**config.mk**
```make
export PLATFORM = sky130hd
export DESIGN_NAME = uart_cmd_master
export DESIGN_NICKNAME = d
export VERILOG_FILES = /design/src/rtl/uart_cmd_pkg.sv /design/src/rtl/uart_ack_timer.sv /design/src/rtl/uart_cmd_master.sv
export SDC_FILE = /design/constraint.sdc
export NUM_CORES = 1
export LEC_CHECK = 0
export ABC_AREA = 1
export CORE_ASPECT_RATIO = 1.1
export CORE_MARGIN = 3
export CORE_UTILIZATION = 40
export CTS_BUF_LIST = sky130_fd_sc_hd__clkbuf_16
export CTS_CLUSTER_DIAMETER = 60
export DETAILED_ROUTE_END_ITERATION = 8
export GPL_TIMING_DRIVEN = 0
export SLEW_MARGIN = 20
export SYNTH_ARGS = -nofsm -noshare
export SYNTH_HDL_FRONTEND = slang
export SYNTH_SLANG_ARGS = --single-unit
```
**constraint.sdc**
```tcl
create_clock -name i_clk -period 2.5 [get_ports i_clk]
set_input_delay 0.625 -clock i_clk [delete_from_list [all_inputs] [get_ports i_clk]]
set_output_delay 0.625 -clock i_clk [all_outputs]
set_load 0.02 [all_outputs]
```
**src/rtl/uart_cmd_pkg.sv**
```systemverilog
// Shared types and constants for the LED-control UART command master.
package uart_cmd_pkg;

  typedef enum logic [1:0] {
    ST_OK       = 2'b00,
    ST_TIMEOUT  = 2'b01,
    ST_BAD_RESP = 2'b10
  } status_t;

  typedef enum logic [2:0] {
    S_IDLE,
    S_SEND,
    S_WAIT_TX,
    S_WAIT_ACK,
    S_DONE
  } state_t;

  localparam logic [7:0] ACK_BYTE_DEF = 8'hAA;

  localparam logic [7:0] CMD_OFF    = 8'h00;
  localparam logic [7:0] CMD_L1     = 8'h01;
  localparam logic [7:0] CMD_L2     = 8'h02;
  localparam logic [7:0] CMD_L3     = 8'h03;
  localparam logic [7:0] CMD_L4     = 8'h04;
  localparam logic [7:0] CMD_INVERT = 8'h10;
  localparam logic [7:0] CMD_TEST   = 8'hFF;

endpackage

```
**src/rtl/uart_ack_timer.sv**
```systemverilog
// ACK wait timer: counts while enabled, saturates, flags the last waiting cycle.
module uart_ack_timer #(
  parameter int ACK_TIMEOUT_CLKS = 50_000
) (
  input  logic i_clk,
  input  logic i_rst_n,
  input  logic i_clear,
  input  logic i_enable,
  output logic o_expired
);

  localparam int TW = $clog2(ACK_TIMEOUT_CLKS + 1);
  localparam logic [TW-1:0] LAST = TW'(ACK_TIMEOUT_CLKS - 1);
  localparam logic [TW-1:0] SAT  = TW'(ACK_TIMEOUT_CLKS);

  logic [TW-1:0] cnt_q, cnt_d;

  always_comb begin
    cnt_d = cnt_q;
    if (i_clear)                       cnt_d = '0;
    else if (i_enable && cnt_q != SAT) cnt_d = cnt_q + TW'(1);
  end

  // NOTE: sequential state uses non-blocking assignments so every register
  // samples the pre-edge values, independent of process ordering.
  always_ff @(posedge i_clk or negedge i_rst_n) begin
    if (!i_rst_n) cnt_q <= '0;
    else          cnt_q <= cnt_d;
  end

  assign o_expired = (cnt_q == LAST);

endmodule

```
**src/rtl/uart_cmd_master.sv**
```systemverilog
// Sends one command byte to uart_top, waits for ACK with retries, reports status.
module uart_cmd_master
  import uart_cmd_pkg::*;
#(
  parameter int         ACK_TIMEOUT_CLKS = 50_000,
  parameter int         MAX_RETRIES      = 2,
  parameter logic [7:0] ACK_BYTE         = ACK_BYTE_DEF
) (
  input  logic       i_clk,
  input  logic       i_rst_n,
  input  logic       i_cmd_valid,
  input  logic [7:0] i_cmd_byte,
  output logic       o_cmd_ready,
  output logic       o_done,
  output logic [1:0] o_status,
  output logic [7:0] o_resp_byte,
  output logic [1:0] o_attempts,
  output logic       o_tx_dv,
  output logic [7:0] o_tx_byte,
  input  logic       i_tx_active,
  input  logic       i_tx_done,
  input  logic       i_rx_dv,
  input  logic [7:0] i_rx_byte
);

  localparam int RW = (MAX_RETRIES > 0) ? $clog2(MAX_RETRIES + 1) : 1;

  state_t        state_q, state_d;
  logic [7:0]    tx_byte_q, tx_byte_d;
  logic [RW-1:0] retry_q, retry_d;
  status_t       pend_q, pend_d;
  status_t       status_q, status_d;
  logic [7:0]    resp_q, resp_d;
  logic [1:0]    attempts_q, attempts_d;
  logic          done_q, done_d;

  logic          timer_clear, timer_en, timer_expired;
  logic          fail;
  status_t       fail_code;

  uart_ack_timer #(.ACK_TIMEOUT_CLKS(ACK_TIMEOUT_CLKS)) u_timer (
    .i_clk     (i_clk),
    .i_rst_n   (i_rst_n),
    .i_clear   (timer_clear),
    .i_enable  (timer_en),
    .o_expired (timer_expired)
  );

  // NOTE: every signal written here gets a default first, so no path can
  // leave one unassigned and infer a latch.
  always_comb begin
    state_d     = state_q;
    tx_byte_d   = tx_byte_q;
    retry_d     = retry_q;
    pend_d      = pend_q;
    status_d    = status_q;
    resp_d      = resp_q;
    attempts_d  = attempts_q;
    done_d      = 1'b0;
    timer_clear = 1'b0;
    timer_en    = (state_q == S_WAIT_ACK);
    o_tx_dv     = 1'b0;
    fail        = 1'b0;
    fail_code   = ST_TIMEOUT;

    case (state_q)
      S_IDLE: begin
        if (i_cmd_valid) begin
          tx_byte_d = i_cmd_byte;
          retry_d   = '0;
          state_d   = S_SEND;
        end
      end
      S_SEND: begin
        if (!i_tx_active) begin
          o_tx_dv = 1'b1;
          state_d = S_WAIT_TX;
        end
      end
      S_WAIT_TX: begin
        if (i_tx_done) begin
          timer_clear = 1'b1;
          state_d     = S_WAIT_ACK;
        end
      end
      S_WAIT_ACK: begin
        // A received byte outranks a timeout landing on the same cycle.
        if (i_rx_dv) begin
          resp_d = i_rx_byte;
          if (i_rx_byte == ACK_BYTE) begin
            pend_d  = ST_OK;
            state_d = S_DONE;
          end else begin
            fail      = 1'b1;
            fail_code = ST_BAD_RESP;
          end
        end else if (timer_expired) begin
          fail      = 1'b1;
          fail_code = ST_TIMEOUT;
        end
        if (fail) begin
          if (32'(retry_q) < MAX_RETRIES) begin
            retry_d = retry_q + RW'(1);
            state_d = S_SEND;
          end else begin
            pend_d  = fail_code;
            state_d = S_DONE;
          end
        end
      end
      S_DONE: begin
        done_d     = 1'b1;
        status_d   = pend_q;
        attempts_d = 2'(32'(retry_q) + 1);
        state_d    = S_IDLE;
      end
      default: state_d = S_IDLE;
    endcase
  end

  always_ff @(posedge i_clk or negedge i_rst_n) begin
    if (!i_rst_n) begin
      state_q    <= S_IDLE;
      tx_byte_q  <= '0;
      retry_q    <= '0;
      pend_q     <= ST_OK;
      status_q   <= ST_OK;
      resp_q     <= '0;
      attempts_q <= '0;
      done_q     <= 1'b0;
    end else begin
      state_q    <= state_d;
      tx_byte_q  <= tx_byte_d;
      retry_q    <= retry_d;
      pend_q     <= pend_d;
      status_q   <= status_d;
      resp_q     <= resp_d;
      attempts_q <= attempts_d;
      done_q     <= done_d;
    end
  end

  // o_tx_dv is decoded from state, so the async reset kills the strobe at once.
  assign o_cmd_ready = (state_q == S_IDLE);
  assign o_done      = done_q;
  assign o_status    = status_q;
  assign o_resp_byte = resp_q;
  assign o_attempts  = attempts_q;
  assign o_tx_byte   = tx_byte_q;

endmodule
```
==> results.tsv <==
stage	metric	value	unit
drt	postRouteWirelength	5.11	mm
sta	final.setup.tns	0	ns
place	dpl-instance-area	0.00287	mm2
cells_and_area	final_layout_size_suffix_gt1_frac	0.0866	
yosys	avgSynthCellArea	7.60	um2
floorplan	core-area	0.00550	mm2
cells_and_area	area_growth	30.8	%
floorplan	initial_utilization	0.421	
cells_and_area	final_area	0.00303	mm2
setup_path	critPathKind	input pin to output pin	
hold_path	hold_path_class	input pin to asynchronous set/reset pin	
power	p_total	3.24	mW
yosys	synth_area	0.00232	mm2
yosys	synth_cells	305	
global_route	grt_overflow	0	
power	power_density	1070	mW/mm2
setup_path	arrival	1.78	ns
sta	finalSetupViolCount	0	
setup_path	crit_slowest_cell	clkdlybuf4s50_1	
drt	dr.pass1.iters	4	
drt	drt-initial-drc-count	67	
clock_tree	hold_buffers	0	
clock_tree	post-cts-setup-buffers	0	
setup_path	cpMostUsedCell	clkdlybuf4s50_1	
cells_and_area	utilization	0.551	
flow_run	cap_violations	0	
setup_path	critPathLaunchType	input pin	
setup_path	crit_required	1.88	ns
floorplan	num_rows	28	
floorplan	fp.dieH	85.8	um
power	ir_drop	426	uV
clock_tree	ctsResizeCount	0	
cells_and_area	layout.cells.non_filler	433	
yosys	synthDistinctLibCells	28	
global_route	grt_max_degree	29	
place	dp_hpwl	3.87	mm
floorplan	die-area	0.00674	mm2
clock_tree	root_buffer	clkbuf_16	
global_route	grt_pass1_wl	9.10	mm
setup_path	max_stage_delay	0.61	ns
outcome	status	finished, final reports clean	
yosys	yosys_warnings	0	
clock_tree	cts.sinks	44	
setup_path	rrSetupSlack	0.88	ns
yosys	synth_seq_cells	44	
cells_and_area	layout_common_cells	nand2_1 (120), dfrtp_1 (44), clkdlybuf4s50_1 (43)	
place	place_congestion	0.862	
yosys	ys_seq_area_frac	0.475	
floorplan	die_w	78.6	um
power	total_leakage_power	1.49	nW
global_route	grt_use_total	0.170	
sta	slew_headroom	0.724	
drt	route.detailed.drc	0	
drt	avgViaCountPerCell	4.69	
yosys	synth_area_leaders	dfrtp_1 (48%), nand2_1 (19%), nor2_1 (5.2%)	
sta	min_period	2.40	ns
global_route	antenna_found_initial	0	
setup_path	cp_top_family	buffers and inverters	
setup_path	crit_chain	clkdlybuf4s50_1 -> nor2_1 -> clkdlybuf4s50_1	
sta	drv_slew	0	
floorplan	pin_count	45	
cells_and_area	layout_commonest_cell	nand2_1	
yosys	synth.top_cell.area_share	0.475	
sta	fmax	417	MHz
clock_tree	cts.clk_slew.worst_paths	0.06	ns
drt	ant_nets	0	
drt	vias	2032	
place	port_buffers	44	
clock_tree	clk_latency	0.28	ns
sta	worst-slew-pin-transition	0.415	ns
clock_tree	cts_tree	built	
clock_tree	numCtsBuffers	5	
sta	hold_violations	0	
sta	skew	0.00513	ns
cells_and_area	nets	381	
yosys	synth_area_leader_cell	dfrtp_1	
place	dp.cells	425	
sta	min_period_over_period	0.960	
yosys	synth.net_count	329	
setup_path	end_kind	output pin	
clock_tree	htreeDepth	2	
drt	wl_per_cell	11.8	um
global_route	grt_pass1_vias	1965	
setup_path	crit_fanout	2	
clock_tree	cts_buffer_depth	2	
cells_and_area	num_antenna_cells	0	
setup_path	cp.buffers_inverters	2	
sta	rsz0062_at_grt	no	
-- flip-flops by register name (all words and copies together) (netlist names) --
register / cells
o_attempts: 2
o_done: 1
o_resp_byte: 8
o_status: 2
o_tx_byte: 8
pend_q: 2
retry_q: 2
state_q: 3
u_timer.cnt_q: 16
-- worst paths after layout --
check | start | to | cells after the start
worst max-delay path | i_tx_active | o_tx_dv | 3
worst min-delay path | i_rst_n | o_resp_byte[2] | 1
worst max register to register | u_timer.cnt_q[0] | pend_q[0] | 8
worst min register to register | o_status[0] | o_status[0] | 2
max in group asynchronous | i_rst_n | o_tx_byte[6] | 2
min in group i_clk | o_status[0] | o_status[0] | 2
-- power by group --
group | switching, mW | internal [mW] | total [mW]
logic | 0.795 | 0.582 | 1.38
registers | 0.175 | 0.958 | 1.13
clock network | 0.262 | 0.466 | 0.727
total | 1.23 | 2.01 | 3.24
-- worst reg2reg max path: stages (launching register included) --
cell and delay (ns):
dfrtp_1 0.41, ha_1 0.26, nand3_1 0.21, nor2_1 0.15
nand2_1 0.08, nand2_1 0.15, nand2_1 0.12, nand3_1 0.08
o21ai_1 0.06
-- synth_stat cells --
library cell  count
nand3_1          18
ha_1              2
a31o_2            1
nand4_1          14
or2_2             2
clkinv_1          1
xor2_1            6
nor2_1           32
xnor2_1           2
nand2_1         120
nor2_2            2
a21oi_1           2
buf_6             1
o21ai_1           2
dfrtp_1          44
nor2_4            4
nand4_2           1
buf_2             1
nor3_1            4
nor2_8            1
inv_2             4
clkbuf_2          1
o21ai_2           1
buf_4             1
inv_1            26
o21ai_0           8
nand2_2           2
o21bai_1          2
-- logic make-up after synthesis --
logic type,after synthesis,share of synthesized area
xor+xnor,8,0.0302
simple gates,200,0.381
fa+ha+maj,2,0.0108
compound gates,16,0.0400
buf+inv,35,0.0626
flops,44,0.475
-- cell type report --
class | instances | area (um2)
clock inverter | 3 | 38.8
clock buffer | 5 | 125
sequential | 44 | 1100
timing repair buffer | 45 | 455
inverter | 31 | 116
tap | 75 | 93.8
buffer | 4 | 28.8
fill | 550 | 2470
multi-input combinational | 226 | 1070
-- metrics by stage --
step	hold WS, ns	setup WS (ns)
after detailed placement	0.460	0.0968
after global routing	0.293	0.0354
after CTS	0.286	0.0904
final	0.268	0.0994
after global placement	0.454	-0.426
after floorplan	0.329	0.957
-- layer usage --
metal  track usage  up-vias  wire length [um]
met3        0.0347        7               205
met4        0.0572        0                63
met1         0.209      925              2270
li1              -     1067                 -
met2         0.296       33              2570
met5             0        -                 0
Note: power is estimated with default switching activity, not from simulation.
